### config.mk
export PLATFORM = sky130hd
export DESIGN_NAME = preg_release_queue_flat
export DESIGN_NICKNAME = d
export VERILOG_FILES = /design/src/rtl/preg_release_queue_if.sv /design/src/rtl/preg_release_queue.sv /design/src/flat_wrapper.sv
export SDC_FILE = /design/constraint.sdc
export NUM_CORES = 1
export LEC_CHECK = 0
export ABC_AREA = 1
export CORE_MARGIN = 2
export CORE_UTILIZATION = 50
export DETAILED_ROUTE_END_ITERATION = 8
export GPL_TIMING_DRIVEN = 1
export MAX_ROUTING_LAYER = met4
export PLACE_DENSITY_LB_ADDON = 0.3
export SLEW_MARGIN = 20
export SYNTH_ARGS = -nofsm -noshare
export SYNTH_HDL_FRONTEND = slang
export SYNTH_SLANG_ARGS = --single-unit
### constraint.sdc
create_clock -name clock -period 4.7 [get_ports clock]
set_clock_uncertainty 0.15 [all_clocks]
set_input_delay 1.41 -clock clock [delete_from_list [all_inputs] [get_ports clock]]
set_output_delay 1.41 -clock clock [all_outputs]
set_load 0.02 [all_outputs]
### src/rtl/preg_release_queue_if.sv
// Bundle of commit-side and freelist-side signals for the preg release queue.
// Member names carry the direction as seen by the queue (i_ into it, o_ out of it).
interface preg_release_queue_if #(
  parameter int PREG_IDX_WIDTH = 6,
  parameter int LOG_DEPTH      = 3
);

  logic                      i_commit0_valid;
  logic [PREG_IDX_WIDTH-1:0] i_commit0_old_preg;
  logic                      i_commit1_valid;
  logic [PREG_IDX_WIDTH-1:0] i_commit1_old_preg;
  logic                      o_commit_ready;
  logic                      i_drain_en;
  logic                      o_free0_valid;
  logic [PREG_IDX_WIDTH-1:0] o_free0_data;
  logic                      o_free1_valid;
  logic [PREG_IDX_WIDTH-1:0] o_free1_data;
  logic [LOG_DEPTH:0]        o_count;
  logic                      o_overflow_err;

  // Commit stage and freelist side, driving the queue.
  modport master (
    output i_commit0_valid, i_commit0_old_preg,
    output i_commit1_valid, i_commit1_old_preg,
    output i_drain_en,
    input  o_commit_ready,
    input  o_free0_valid, o_free0_data,
    input  o_free1_valid, o_free1_data,
    input  o_count, o_overflow_err
  );

  // The release queue itself.
  modport slave (
    input  i_commit0_valid, i_commit0_old_preg,
    input  i_commit1_valid, i_commit1_old_preg,
    input  i_drain_en,
    output o_commit_ready,
    output o_free0_valid, o_free0_data,
    output o_free1_valid, o_free1_data,
    output o_count, o_overflow_err
  );

endinterface

### src/rtl/preg_release_queue.sv
// Preg release queue: collects up to two retiring old pregs per cycle into a
// circular FIFO and drains them in order onto the two freelist write ports.
// Preg 0 is never freed and is filtered out at the input.
module preg_release_queue #(
  parameter int DEPTH          = 8,
  parameter int LOG_DEPTH      = 3,
  parameter int PREG_IDX_WIDTH = 6
) (
  input logic                clock,
  input logic                reset_n,
  preg_release_queue_if.slave io_bus
);

  localparam logic [LOG_DEPTH:0] DEPTH_W = (LOG_DEPTH + 1)'(DEPTH);
  localparam logic [LOG_DEPTH:0] ONE_W   = (LOG_DEPTH + 1)'(1);
  localparam logic [LOG_DEPTH:0] TWO_W   = (LOG_DEPTH + 1)'(2);

  // Pointers carry one extra wrap bit so full and empty are distinguishable.
  logic [PREG_IDX_WIDTH-1:0] r_entries [DEPTH];
  logic [LOG_DEPTH:0]        r_head;
  logic [LOG_DEPTH:0]        r_tail;
  logic                      r_overflow;

  logic                      w_acc0;
  logic                      w_acc1;
  logic [LOG_DEPTH:0]        w_count;
  logic [LOG_DEPTH:0]        w_space;
  logic [LOG_DEPTH:0]        w_numAcc;
  logic [LOG_DEPTH:0]        w_numWrite;
  logic [LOG_DEPTH:0]        w_numDrain;
  logic                      w_overflowHit;
  logic                      w_wr0;
  logic                      w_wr1;
  logic [PREG_IDX_WIDTH-1:0] w_wrData0;
  logic [PREG_IDX_WIDTH-1:0] w_wrData1;
  logic [LOG_DEPTH-1:0]      w_tailIdx0;
  logic [LOG_DEPTH-1:0]      w_tailIdx1;
  logic [LOG_DEPTH-1:0]      w_headIdx0;
  logic [LOG_DEPTH-1:0]      w_headIdx1;
  logic                      w_free0;
  logic                      w_free1;

  // Occupancy falls out of the pointer difference; the wrap bit makes full read as DEPTH.
  assign w_count    = r_tail - r_head;
  assign w_space    = DEPTH_W - w_count;
  assign w_tailIdx0 = r_tail[LOG_DEPTH-1:0];
  assign w_tailIdx1 = w_tailIdx0 + LOG_DEPTH'(1);
  assign w_headIdx0 = r_head[LOG_DEPTH-1:0];
  assign w_headIdx1 = w_headIdx0 + LOG_DEPTH'(1);

  // Filter preg 0, compact accepted slots, and clip to the free space left.
  always_comb begin
    w_acc0        = io_bus.i_commit0_valid && (io_bus.i_commit0_old_preg != '0);
    w_acc1        = io_bus.i_commit1_valid && (io_bus.i_commit1_old_preg != '0);
    w_numAcc      = (LOG_DEPTH + 1)'(w_acc0) + (LOG_DEPTH + 1)'(w_acc1);
    w_overflowHit = 1'b0;
    w_numWrite    = w_numAcc;
    if (w_numAcc > w_space) begin
      w_overflowHit = 1'b1;
      w_numWrite    = w_space;
    end
    w_wr0     = (w_numWrite >= ONE_W);
    w_wr1     = (w_numWrite >= TWO_W);
    w_wrData0 = w_acc0 ? io_bus.i_commit0_old_preg : io_bus.i_commit1_old_preg;
    w_wrData1 = io_bus.i_commit1_old_preg;
  end

  // Drain up to two entries from the head whenever the freelist allows it.
  always_comb begin
    w_free0    = io_bus.i_drain_en && (w_count >= ONE_W);
    w_free1    = io_bus.i_drain_en && (w_count >= TWO_W);
    w_numDrain = (LOG_DEPTH + 1)'(w_free0) + (LOG_DEPTH + 1)'(w_free1);
  end

  assign io_bus.o_free0_valid  = w_free0;
  assign io_bus.o_free0_data   = w_free0 ? r_entries[w_headIdx0] : '0;
  assign io_bus.o_free1_valid  = w_free1;
  assign io_bus.o_free1_data   = w_free1 ? r_entries[w_headIdx1] : '0;
  assign io_bus.o_commit_ready = (w_space >= TWO_W);
  assign io_bus.o_count        = w_count;
  assign io_bus.o_overflow_err = r_overflow;

  // Advance pointers by the number written and drained; latch any overflow.
  always_ff @(posedge clock or negedge reset_n) begin
    if (!reset_n) begin
      r_head     <= '0;
      r_tail     <= '0;
      r_overflow <= 1'b0;
    end else begin
      r_head <= r_head + w_numDrain;
      r_tail <= r_tail + w_numWrite;
      if (w_overflowHit) begin
        r_overflow <= 1'b1;
      end
    end
  end

  // Store accepted pregs at the tail; writes only land in free slots, so they never alias a drain.
  always_ff @(posedge clock or negedge reset_n) begin
    if (!reset_n) begin
      for (int i = 0; i < DEPTH; i++) begin
        r_entries[i] <= '0;
      end
    end else begin
      if (w_wr0) begin
        r_entries[w_tailIdx0] <= w_wrData0;
      end
      if (w_wr1) begin
        r_entries[w_tailIdx1] <= w_wrData1;
      end
    end
  end

endmodule

### src/flat_wrapper.sv
// flat-port wrapper written by rule: the top's interface ports become plain ports
module preg_release_queue_flat 
#(
  parameter int DEPTH          = 8,
  parameter int LOG_DEPTH      = 3,
  parameter int PREG_IDX_WIDTH = 6
)
  (clock, reset_n, io_bus_i_commit0_valid, io_bus_i_commit0_old_preg, io_bus_i_commit1_valid, io_bus_i_commit1_old_preg, io_bus_i_drain_en, io_bus_o_commit_ready, io_bus_o_free0_valid, io_bus_o_free0_data, io_bus_o_free1_valid, io_bus_o_free1_data, io_bus_o_count, io_bus_o_overflow_err);
  preg_release_queue_if #(.PREG_IDX_WIDTH(PREG_IDX_WIDTH), .LOG_DEPTH(LOG_DEPTH)) io_bus_i ();
  input logic clock;
  input logic reset_n;
  input wire logic [$bits(io_bus_i.i_commit0_valid)-1:0] io_bus_i_commit0_valid;
  input wire logic [$bits(io_bus_i.i_commit0_old_preg)-1:0] io_bus_i_commit0_old_preg;
  input wire logic [$bits(io_bus_i.i_commit1_valid)-1:0] io_bus_i_commit1_valid;
  input wire logic [$bits(io_bus_i.i_commit1_old_preg)-1:0] io_bus_i_commit1_old_preg;
  input wire logic [$bits(io_bus_i.i_drain_en)-1:0] io_bus_i_drain_en;
  output wire logic [$bits(io_bus_i.o_commit_ready)-1:0] io_bus_o_commit_ready;
  output wire logic [$bits(io_bus_i.o_free0_valid)-1:0] io_bus_o_free0_valid;
  output wire logic [$bits(io_bus_i.o_free0_data)-1:0] io_bus_o_free0_data;
  output wire logic [$bits(io_bus_i.o_free1_valid)-1:0] io_bus_o_free1_valid;
  output wire logic [$bits(io_bus_i.o_free1_data)-1:0] io_bus_o_free1_data;
  output wire logic [$bits(io_bus_i.o_count)-1:0] io_bus_o_count;
  output wire logic [$bits(io_bus_i.o_overflow_err)-1:0] io_bus_o_overflow_err;
  assign io_bus_i.i_commit0_valid = io_bus_i_commit0_valid;
  assign io_bus_i.i_commit0_old_preg = io_bus_i_commit0_old_preg;
  assign io_bus_i.i_commit1_valid = io_bus_i_commit1_valid;
  assign io_bus_i.i_commit1_old_preg = io_bus_i_commit1_old_preg;
  assign io_bus_i.i_drain_en = io_bus_i_drain_en;
  assign io_bus_o_commit_ready = io_bus_i.o_commit_ready;
  assign io_bus_o_free0_valid = io_bus_i.o_free0_valid;
  assign io_bus_o_free0_data = io_bus_i.o_free0_data;
  assign io_bus_o_free1_valid = io_bus_i.o_free1_valid;
  assign io_bus_o_free1_data = io_bus_i.o_free1_data;
  assign io_bus_o_count = io_bus_i.o_count;
  assign io_bus_o_overflow_err = io_bus_i.o_overflow_err;
  preg_release_queue #(.DEPTH(DEPTH), .LOG_DEPTH(LOG_DEPTH), .PREG_IDX_WIDTH(PREG_IDX_WIDTH)) u_core (.clock(clock), .reset_n(reset_n), .io_bus(io_bus_i));
endmodule
==> results of run 1 <==
==> what timing repair did <==
action                     in CTS  in global routing
cloned                          0                  0
setup buffers                   0                  0
setup endpoints to repair       8                  8
pin swaps                       0                  1
resized for setup               2                  6
==> layer usage <==
layer  up-vias  global-route usage [%]
li1       2449                       -
met2       299                    49.4
met1      2366                    42.6
met4         0                    12.6
met3        46                    7.10
met5         -                       -
==> placed cells by master, fill, tap and decap left out, types with 3 or more instances in the layout <==
master and instances:
a211oi_1 7, a21oi_1 45, a31oi_1 4, buf_4 33, clkbuf_8 13, clkdlybuf4s50_1 30
clkinv_1 5, dfrtp_1 56, dlymetal6s2s_1 5, fa_1 3, ha_1 14, inv_1 75
inv_2 8, nand2_1 172, nand2_2 5, nand3_1 104, nor2_1 45, nor3_1 5
o211ai_1 3, o21ai_0 62, o21ai_1 38, xnor2_1 3, xor2_1 4
==> registers in the layout (all words and copies together) (netlist names) <==
| register | cells |
|---|---|
| u_core.io_bus.o_overflow_err | 1 |
| u_core.r_entries | 48 |
| u_core.r_head | 4 |
| u_core.r_tail | 4 |
==> logic make-up after synthesis <==
kind of cell	synth area share [%]
xor gates and xnor gates	1.34
and+or+nand+nor	31.5
AOI/OAI and AO/OA	19.4
buffers and inverters	11.0
other	0.0817
adders and majority gates	5.12
muxes	0.436
DFF	31.1
==> through the flow <==
step	setup WS, ns	hold slack [ns]	instance area (um^2)
2_1_floorplan	0.407	0.333	4590
3_3_place_gp	0.106	0.307	5190
3_5_place_dp	0.0318	0.306	5190
4_1_cts	0.0412	0.324	5390
5_1_grt	0.00215	0.363	5410
6_report	0.176	0.324	5410
==> layout make-up <==
class / instances / area (um^2)
Tap cell: 108 / 135
Timing Repair Buffer: 70 / 651
Clock inverter: 2 / 10.0
Inverter: 88 / 330
Fill cell: 822 / 3400
Clock buffer: 14 / 183
Multi-Input combinational cell: 532 / 2670
Sequential cell: 57 / 1430
==> critical path, stage by stage (launching register included) <==
cell and delay (ns):
dfrtp_1 0.38, buf_4 0.17, inv_1 0.08, buf_4 0.17, ha_1 0.18, a21oi_1 0.24, nand2_1 0.13, nand2_2 0.11
nand3_1 0.09, o21ai_2 0.35, nor2_1 0.14, clkdlybuf4s50_1 0.57
==> final timing paths <==
check,startpoint,end,slack [ns],cells past startpoint
worst min-delay path,u_core.io_bus.o_overflow_err,u_core.io_bus.o_overflow_err,0.32,2
max in group asynchronous,reset_n,u_core.r_entries[31],2.83,2
worst max register to register,u_core.r_tail[0],u_core.r_tail[2],1.15,16
worst min register to register,u_core.io_bus.o_overflow_err,u_core.io_bus.o_overflow_err,0.32,2
min in group asynchronous,reset_n,u_core.io_bus.o_overflow_err,0.91,1
worst max-delay path,u_core.r_head[1],io_bus_o_free1_data[4],0.18,11
==> metrics.txt, run 1 <==
outcome complete, no violations; final WL 15,200 um; area share of the largest cell type after synthesis 31.1%; Die Wd 99.8 um; unrepaired setup endpoints after global routing no; CTS tree done; initial drt markers 645; hold_buf cts 0; fin crit share 96.3%; Hold Crit Class register to register; Fmax achieved 0.221 GHz; First-pass DRT Iterations 6; most frequent cells after synthesis nand2_1, nand3_1, inv_1; ys async rst share 100%; WL met3 1660 um; WL met2 around 6700 um; final net count 792; Rel. slew slack 26.2%; final setup fails 0; crit-path max FO 7; CTS Sinks 57; Cell Rows 34; Core Footprint 0.00881 mm^2; Post-synth EDFFs 0; Root Driver clkbuf_8; top-count cell post-synth nand2_1; Slew @ Worst Pin 1.10 ns; PortBufs 36; Num CTS Buffers 9; max-cap violations 0; final core occ between 60% and 70%; Finished Layout Cells 871; full die area 0.00996 mm^2; Synth area leaders dfrtp_1, nand2_1, nand3_1, o21ai_0, inv_1; largest net degree at the start of global routing between 40 and 50; CTS HTree Levels 3; routed wire length per instance 17.4 um; via count 5,160; first-pass GRT wire length 24,600 um; antenna diode count 0; post-synthesis sequential area ratio 31.1%; initial antenna violation count 0; crit path launch type register; Worst Setup End Kind output port; area leader, netlist dfrtp_1; Congestion Overflow GR 0; initial core utilization 52.1%; area grow syn2layout 17.8%; Ports 37; vias per std cell ~5.9; synthesis warning total 0; Max Root-Sink Buffers 2; Clock transition at path regs 0.07 ns; Worst EP required around 3.1 ns; Post-Syn Nets 749; clk_lat worst skew ~0.35 ns; DRT antenna net count 0; top layer in use met4; Main synth FF type dfrtp_1; worst endpoint data arrival time ~3.0 ns; Die Span Y ~100 um; Yosys cell types 35; synthesized instance count 715; GRT Util Overall 32.5%; DRC 0; #FFs+latches synth 57; share of layout cells above drive strength 1 9.31%; M1 wire length 6340 um; GPL Wtd Cong 0.977; Syn Area/Cell 6.42 um^2; fin. max-slew vios 0; Post-Syn Area 0.00459 mm^2; final hold violations 0; placed cell count 855; Setup Crit Path Kind register to output port; vias in the first global route 4,782; crit path time final 4.52 ns; Post-DP HPWL around 11,000 um; Setup Total Neg Slack 0 ns
Power of run 1 is left out: the tool's default activity adds up to more than one toggle a clock period on the data nets, which glitch-free logic cannot reach.
==> run 2: changes to the inputs <==
==> constraint.sdc (replaced) <==
create_clock -name clock -period 5.7 [get_ports clock]
set_clock_uncertainty 0.15 [all_clocks]
set_input_delay 1.71 -clock clock [delete_from_list [all_inputs] [get_ports clock]]
set_output_delay 1.71 -clock clock [all_outputs]
set_load 0.005 [all_outputs]
==> metrics.txt, run 2 (synthesis results as in run 1) <==
outcome complete, no violations; GPL Wtd Cong 1.05; max FFs per register 48; Core Footprint 0.00881 mm^2; Hold Crit Class register to register; fin. max-slew vios 0; PortBufs 36; initial antenna violation count 0; Num CTS Buffers 9; Congestion Overflow GR 0; crit-path max FO 13; Most flops, register u_core.r_entries; Slew @ Worst Pin 0.939 ns; initial drt markers 639; full die area 0.00996 mm^2; final hold violations 0; Finished Layout Cells 854; Post-DP HPWL 10,900 um; unrepaired setup endpoints after global routing no; antenna diode count 0; Top Registers u_core.r_entries: 48 flops, u_core.r_head: 4 flops, u_core.r_tail: 4 flops; largest net degree at the start of global routing 64; first-pass GRT wire length 24,000 um; DRC 0; crit path launch type register; Setup Total Neg Slack 0 ns; fin crit share 93.9%; placed cell count 838; routed wire length per instance between 15 and 20 um; clk_lat worst skew 0.37 ns; Clock transition at path regs about 0.06 ns; Root Driver clkbuf_8; final WL 15,000 um; commonest non-fill, non-tap cell in the layout nand2_1; Die Wd 99.8 um; hold_buf cts 0; CTS resizes 0; commonest cells after routing, fill and taps aside nand2_1, nand3_1, inv_1, o21ai_0, dfrtp_1; First-pass DRT Iterations 5; via count about 5,000; Worst EP required 3.84 ns; CTS HTree Levels 3; max-cap violations 0; initial core utilization 52.1%; Die Span Y 99.8 um; crit path time final 5.35 ns; vias in the first global route between 4,000 and 5,000; final setup fails 0; CTS Sinks 57; Setup Crit Path Kind register to output port; Rel. slew slack 36.9%; Cell Rows 34; CTS tree done; Worst Setup End Kind output port; Ports 37; GRT Util Overall 32.5%; Fmax achieved about 0.19 GHz; final net count 775; Max Root-Sink Buffers 2; area grow syn2layout 14.4%; DRT antenna net count 0; worst endpoint data arrival time around 3.5 ns; setup bufs post-CTS 0; vias per std cell 5.92; share of layout cells above drive strength 1 6.97%
run 2: cell types whose count changed in the layout (fill, tap and decap cells not counted), sizes merged:
cell,previous run,this run
buf,35,18
clkdlybuf4s50,30,35
dlymetal6s2s,5,0
bufinv,0,1
clkinv,7,6
run 2: critical path, stage by stage, from the launching register on:
cell             delay [ns]
dfrtp_1                0.42
inv_1                  0.34
ha_1                   0.21
inv_1                  0.06
fa_1                   0.51
nor2_1                 0.16
inv_2                  0.06
nor2_1                 0.14
inv_1                  0.08
o21ai_1                0.52
nor2_1                 0.14
clkdlybuf4s50_1        0.48
run 2: final cells by class:
type                            count  area (um^2)
Inverter                           88          330
Timing Repair Buffer               53          483
Fill cell                         842         3550
Tap cell                          108          135
Clock buffer                       14          183
Sequential cell                    57         1430
Clock inverter                      2         35.0
Multi-Input combinational cell    532         2660
run 2: final timing paths:
| kind | cells after the start | start | slack (ns) | endpoint |
|---|---|---|---|---|
| max | 11 | u_core.r_tail[0] | 0.35 | io_bus_o_free0_data[2] |
| min in group asynchronous | 1 | reset_n | 1.28 | u_core.io_bus.o_overflow_err |
| min reg2reg | 2 | u_core.io_bus.o_overflow_err | 0.32 | u_core.io_bus.o_overflow_err |
| max reg2reg | 18 | u_core.r_tail[0] | 1.64 | u_core.r_entries[36] |
| max in group asynchronous | 2 | reset_n | 3.27 | u_core.r_entries[41] |
| min | 2 | u_core.io_bus.o_overflow_err | 0.32 | u_core.io_bus.o_overflow_err |
run 2: metrics by stage:
| stage | hold slack [ns] | area [um^2] | utilization, % | setup WS [ns] |
|---|---|---|---|---|
| after floorplan | 0.308 | 4590 | - | 1.11 |
| after global placement | 0.303 | 5030 | 57.2 | 0.577 |
| after detailed placement | 0.302 | 5030 | 57.2 | 0.573 |
| after CTS | 0.318 | 5250 | 59.6 | 0.348 |
| after global routing | 0.354 | 5250 | 59.6 | 0.000294 |
| final | 0.316 | 5250 | 59.6 | 0.349 |
run 2: routing by layer:
| layer | vias up | routed length, um | global-route usage (%) |
|---|---|---|---|
| met4 | 0 | 447 | 14.9 |
| met1 | 2295 | 6350 | 43.7 |
| li1 | 2412 | - | - |
| met2 | 305 | 6570 | 47.7 |
| met3 | 44 | 1610 | 6.27 |
| met5 | - | 0 | - |
Power of run 2 is left out for the same reason.
==> run 3: changes to the inputs <==
--- a/config.mk
+++ b/config.mk
@@ -10,6 +10,7 @@
 export CORE_UTILIZATION = 50
 export DETAILED_ROUTE_END_ITERATION = 8
 export GPL_TIMING_DRIVEN = 1
+export HOLD_SLACK_MARGIN = 0.03
 export MAX_ROUTING_LAYER = met4
 export PLACE_DENSITY_LB_ADDON = 0.3
 export SLEW_MARGIN = 20
==> results of run 3 <==
Final layout, timing and power as in run 2 (identical DEF).
Power of run 3 is left out for the same reason.
